**src/rtl/week6_ex1_priority_encoder_q.sv**
```systemverilog
// rtl/week6_ex1_priority_encoder_q.sv - registered priority encoder that serialises sticky request pulses
//
// Optional feature macro: RR_ARB_EN
//   defined   -> round-robin selection starting at an internal pointer
//   undefined -> fixed priority, lowest index wins
//
// Parameters:
//   N  number of request lines (N >= 2)
//   W  output index width, $clog2(N); leave at default
//
// Ports:
//   clk        in   1  rising-edge clock
//   rst_n      in   1  asynchronous active-low reset
//   req        in   N  request pulses, sampled every rising edge
//   out_ready  in   1  consumer accepts out_idx when high with out_valid
//   out_valid  out  1  out_idx holds a granted request
//   out_idx    out  W  binary index of the granted request
//   busy       out  1  high while undelivered requests remain in the pending vector

module week6_ex1_priority_encoder_q #(
  parameter int N = 4,
  parameter int W = $clog2(N)
) (
  input  logic         clk,
  input  logic         rst_n,
  input  logic [N-1:0] req,
  input  logic         out_ready,
  output logic         out_valid,
  output logic [W-1:0] out_idx,
  output logic         busy
);

  logic [N-1:0] r_pending;
  logic         r_valid;
  logic [W-1:0] r_idx;

  logic [N-1:0] w_cand;
  logic         w_load;
  logic [W-1:0] w_sel;
  logic [N-1:0] w_sel_mask;

  // Requests arriving this cycle compete alongside those already pending.
  assign w_cand     = r_pending | req;
  // The output register can take a new entry when empty or being drained.
  assign w_load     = !r_valid || out_ready;
  assign w_sel_mask = N'(1) << w_sel;

`ifdef RR_ARB_EN
  logic [W-1:0] r_ptr;
  int           w_dist;
  int           w_best;

  // Each set bit is ranked by its upward distance from the pointer (with
  // wrap); the nearest one wins, which is the first hit of a circular scan.
  always_comb begin
    w_sel  = '0;
    w_best = N;
    w_dist = 0;
    for (int i = 0; i < N; i++) begin
      w_dist = i - int'(r_ptr);
      if (w_dist < 0) begin
        w_dist = w_dist + N;
      end
      if (w_cand[i] && (w_dist < w_best)) begin
        w_best = w_dist;
        w_sel  = W'(i);
      end
    end
  end

  always_ff @(posedge clk or negedge rst_n) begin
    if (!rst_n) begin
      r_ptr <= '0;
    end else if (w_load && (|w_cand)) begin
      r_ptr <= (w_sel == W'(N - 1)) ? '0 : w_sel + W'(1);
    end
  end
`else
  // Scan downward so the lowest set index is the last assignment to stick.
  always_comb begin
    w_sel = '0;
    for (int i = N - 1; i >= 0; i--) begin
      if (w_cand[i]) begin
        w_sel = W'(i);
      end
    end
  end
`endif

  always_ff @(posedge clk or negedge rst_n) begin
    if (!rst_n) begin
      r_valid   <= 1'b0;
      r_idx     <= '0;
      r_pending <= '0;
    end else if (w_load) begin
      if (|w_cand) begin
        r_valid   <= 1'b1;
        r_idx     <= w_sel;
        r_pending <= w_cand & ~w_sel_mask;
      end else begin
        // Nothing to present: drop valid, keep the last index value.
        r_valid   <= 1'b0;
        r_pending <= '0;
      end
    end else begin
      // Stalled: presented entry is frozen, new requests merge into pending,
      // including one matching the presented index (it is delivered again).
      r_pending <= r_pending | req;
    end
  end

  assign out_valid = r_valid;
  assign out_idx   = r_idx;
  assign busy      = |r_pending;

endmodule

```
**config.mk**
```make
export PLATFORM = sky130hd
export DESIGN_NAME = week6_ex1_priority_encoder_q
export DESIGN_NICKNAME = d
export VERILOG_FILES = /design/src/rtl/week6_ex1_priority_encoder_q.sv
export SDC_FILE = /design/constraint.sdc
export NUM_CORES = 1
export LEC_CHECK = 0
export ABC_AREA = 1
export CAP_MARGIN = 20
export CORE_AREA = 2 2 39 41
export CTS_CLUSTER_SIZE = 25
export DETAILED_ROUTE_END_ITERATION = 6
export DIE_AREA = 0 0 41 43
export DONT_BUFFER_PORTS = 1
export PLACE_DENSITY_LB_ADDON = 0.12
export SLEW_MARGIN = 20
export SYNTH_ARGS = -nofsm -noshare
export SYNTH_HDL_FRONTEND = slang
export SYNTH_SLANG_ARGS = --single-unit
```
**constraint.sdc**
```tcl
create_clock -name clk -period 1.7 [get_ports clk]
set_input_delay 0.17 -clock clk [delete_from_list [all_inputs] [get_ports clk]]
set_output_delay 0.17 -clock clk [all_outputs]
set_load 0.01 [all_outputs]
```
==> summary.txt <==
Outcome
  – Status: finished, final reports clean

Drt
  – Drt wl/cell: 10.9 microns
  – Vias/cell: 4.33
  – DR iter-0 viols: 7
  – Vias: 277
  – DR pass1 iterations: 2
  – Total wire length: 697 microns
  – ANT nets after route: 0
  – DRC viols: 0

Clock tree
  – Clock Tree Root: clkbuf_4
  – # Post-CTS Setup Buffers: 0
  – Number of H-tree levels: 1
  – Worst-skew pair later-pin latency: 250 ps
  – CTS clock-pin slew for the worst setup and hold paths: 50 ps
  – Clock sink count: 7
  – CTS tree: built
  – Num CTS Buffers: 3
  – Max Root-Sink Buffers: 2

Global route
  – Grt ovf: 0
  – Number of global-route vias before repair: 291
  – Tot GR Track Use: 11.5%
  – Pin count of the biggest net entering global routing: 8
  – Initial antenna violation count: 0
  – First-pass GRT wire length: 1270 microns

Pwr
  – Switch Pwr: 88.9 uW
  – Comb pwr share: 8.5%
  – LEAKAGE: 0.000201 uW
  – Share of power burned in registers: 50.1%
  – Switching fraction of total power: 24.4%
  – Clk pwr share: 41.5%
  – Peak VDD IR: 0.348 mV
  – PD cells: 904 nW/um^2
  – Internal power: 275 uW

Floorplanning
  – Ports: 11
  – # rows: 14
  – Initial Util: 25.0%
  – CORE AREA: 1380 sq um
  – Die Y: 43 microns
  – Die width: 41 microns
  – DIE AREA: 1760 sq um

Min path
  – Hold Crit Class: input port to flip-flop
  – Min-delay src: req[0]
  – Hold Path Sink: r_pending[0]
  – Hold Crit Depth: 2

Setup path
  – CP Class: flip-flop to output pin
  – CP peak stage delay: 390 ps
  – Delay-heaviest family, CP: flip-flops
  – Worst EP arrival: 910 ps
  – CP max-delay cell: dfrtp_1
  – Worst reg2reg endpoint: out_idx[0]
  – WP data required: 1530 ps
  – Worst Reg-to-Reg Cells: 6
  – CP max FO: 2
  – CP endpoint kind: output pin
  – Launch point of the worst reg-to-reg path: r_pending[3]
  – Buf+Inv Stages, Crit Path: 0
  – Reg2Reg Setup Slack: 710 ps
  – Worst Setup Start Kind: flip-flop
  – CP Cell Sequence: nor2_1, nand3_1

Synth
  – Share of the synthesized area in the top cell type: 50.5%
  – Post-Syn Area: 347 sq um
  – Synth Area in Compound Gates: 6.86%
  – Adder-cell share of the synthesized area: 0%
  – Post-synthesis sequential area ratio: 50.5%
  – Count leader, synth: nand2_1
  – Syn avg cell area: 8.06 sq um
  – Synth top cells by count: nand2_1, dfrtp_1, inv_1, nor2_2
  – Simple logic cell fraction of the synthesized area: 32.9%
  – Post-synthesis mux area share: 0%
  – Synth area leaders: dfrtp_1, nand2_1, inv_1
  – Synth warnings: 0
  – EDFF count, synth: 0
  – Synth async-reset ratio: 100%
  – Post-synthesis net count: 50
  – Largest family of logic cells by synthesized area: simple AND/OR/NAND/NOR gates
  – Post-synth cell types: 13
  – Top_reg_cell synth: dfrtp_1
  – Gate Count Post-Synth: 43
  – Cell taking the most area after synthesis: dfrtp_1
  – Synth Area in XOR/XNOR: 0%
  – Synthesized flop and latch total: 7

Timing
  – Final hold vios: 0
  – RSZ-0062 raised after global routing: no
  – Setup violations, final: 0
  – Fmax: 928 MHz
  – Clock skew: 4.10 ps
  – Worst-margin pin slew: 358 ps
  – Shortest period the worst path allows: 1080 ps
  – Rel. slew slack: 76.1%
  – Final Max Tran Viols: 0
  – Setup_tns: 0 ps
  – Period Utilization, post-route: 63.4%

Placed design
  – Final Wtd Congestion: 0.649
  – Half-perimeter wire length after placement: 561 microns
  – DP Cell Count: 59
  – Port Buf Inserts: 0

Finish
  – Non-Filler Instances: 64
  – Post-layout net count: 56
  – Proportion of layout cells with a drive suffix above 1: 29.2%
  – ANT cells: 0
  – P&R area growth vs syn: 16.2%

Run
  – Max cap viols: 0
[worst register-to-register path: stages, from the launching register on]
cell and delay (ps):
dfrtp_1 390, nor2_2 150, nand2_2 100, inv_1 80
nand2_1 50, nand3_1 70, nand2_1 60
[how the worst max path moves through the flow]
stage / start / to / slack (ps) / cells after the start
6_report: r_pending[3] / busy / 620 / 2
5_1_grt: r_pending[3] / busy / 520 / 2
4_1_cts: r_pending[3] / busy / 590 / 2
3_5_place_dp: r_pending[3] / out_idx[0] / 720 / 6
3_3_place_gp: r_pending[3] / out_idx[0] / 730 / 6
2_1_floorplan: out_valid / r_pending[3] / 810 / 4
[timing repair]
| item | 4_1_cts | 5_1_grt |
|---|---|---|
| resized for setup | 0 | 0 |
| endpoints found under the hold margin | 7 | 0 |
| hold buffers | 1 | 0 |
[per-stage QoR]
step	instance area [sq um]	hold WS (ps)	worst slack (ps)	total power (uW)	util (%)
detailed placement	367	-125	716	212	26.5
floorplan	347	-126	810	206	-
global route	403	66.7	522	397	29.1
finish	403	84.7	623	364	29.1
CTS	403	78.5	588	374	29.1
global placement	367	-125	727	211	26.5
[cells by family after synthesis]
logic type,after synthesis
AO/OA/AOI/OAI,4
buffers and inverters,9
flip-flops,7
AND/OR/NAND/NOR,23
[sequential cells by signal (all words and copies together), names as in the netlist]
register / count
out_valid: 1
r_pending: 4
out_idx: 2
[metal layers]
| layer | share of wire, % | vias to the layer above | GRT usage [%] | wire (microns) |
|---|---|---|---|---|
| met2 | 48 | 10 | 15.6 | 332 |
| met5 | 0 | - | 0 | 0 |
| met3 | 9.9 | 2 | 9.42 | 69 |
| met1 | 41 | 128 | 12.1 | 289 |
| li1 | - | 137 | - | - |
| met4 | 0.86 | 0 | 6.00 | 6 |
[power by group through the flow]
stage          combinational [uW]  clock, uW  sequential [uW]
2_1_floorplan                22.0          0              184
3_3_place_gp                 25.8          0              185
3_5_place_dp                 26.2          0              185
4_1_cts                      31.7        160              182
5_1_grt                      36.3        178              183
6_report                     30.9        151              182
[final cells by class]
type	count	area, sq um
Tap cell	16	20.0
Inverter	9	33.8
Fill cell	157	981
Clock buffer	4	26.3
Multi-Input combinational cell	27	138
Sequential cell	7	175
Timing Repair Buffer	1	10.0
[layout by cell type (no fill, tap or decap), types with 2 or more instances in the layout]
cell       n
nor2_2     4
clkbuf_4   3
inv_1      7
dfrtp_1    7
nor2_1     3
nand3_1    2
nand2_1   10
inv_2      2
nand2_2    3
No activity file was read; power rests on OpenSTA's default activity.
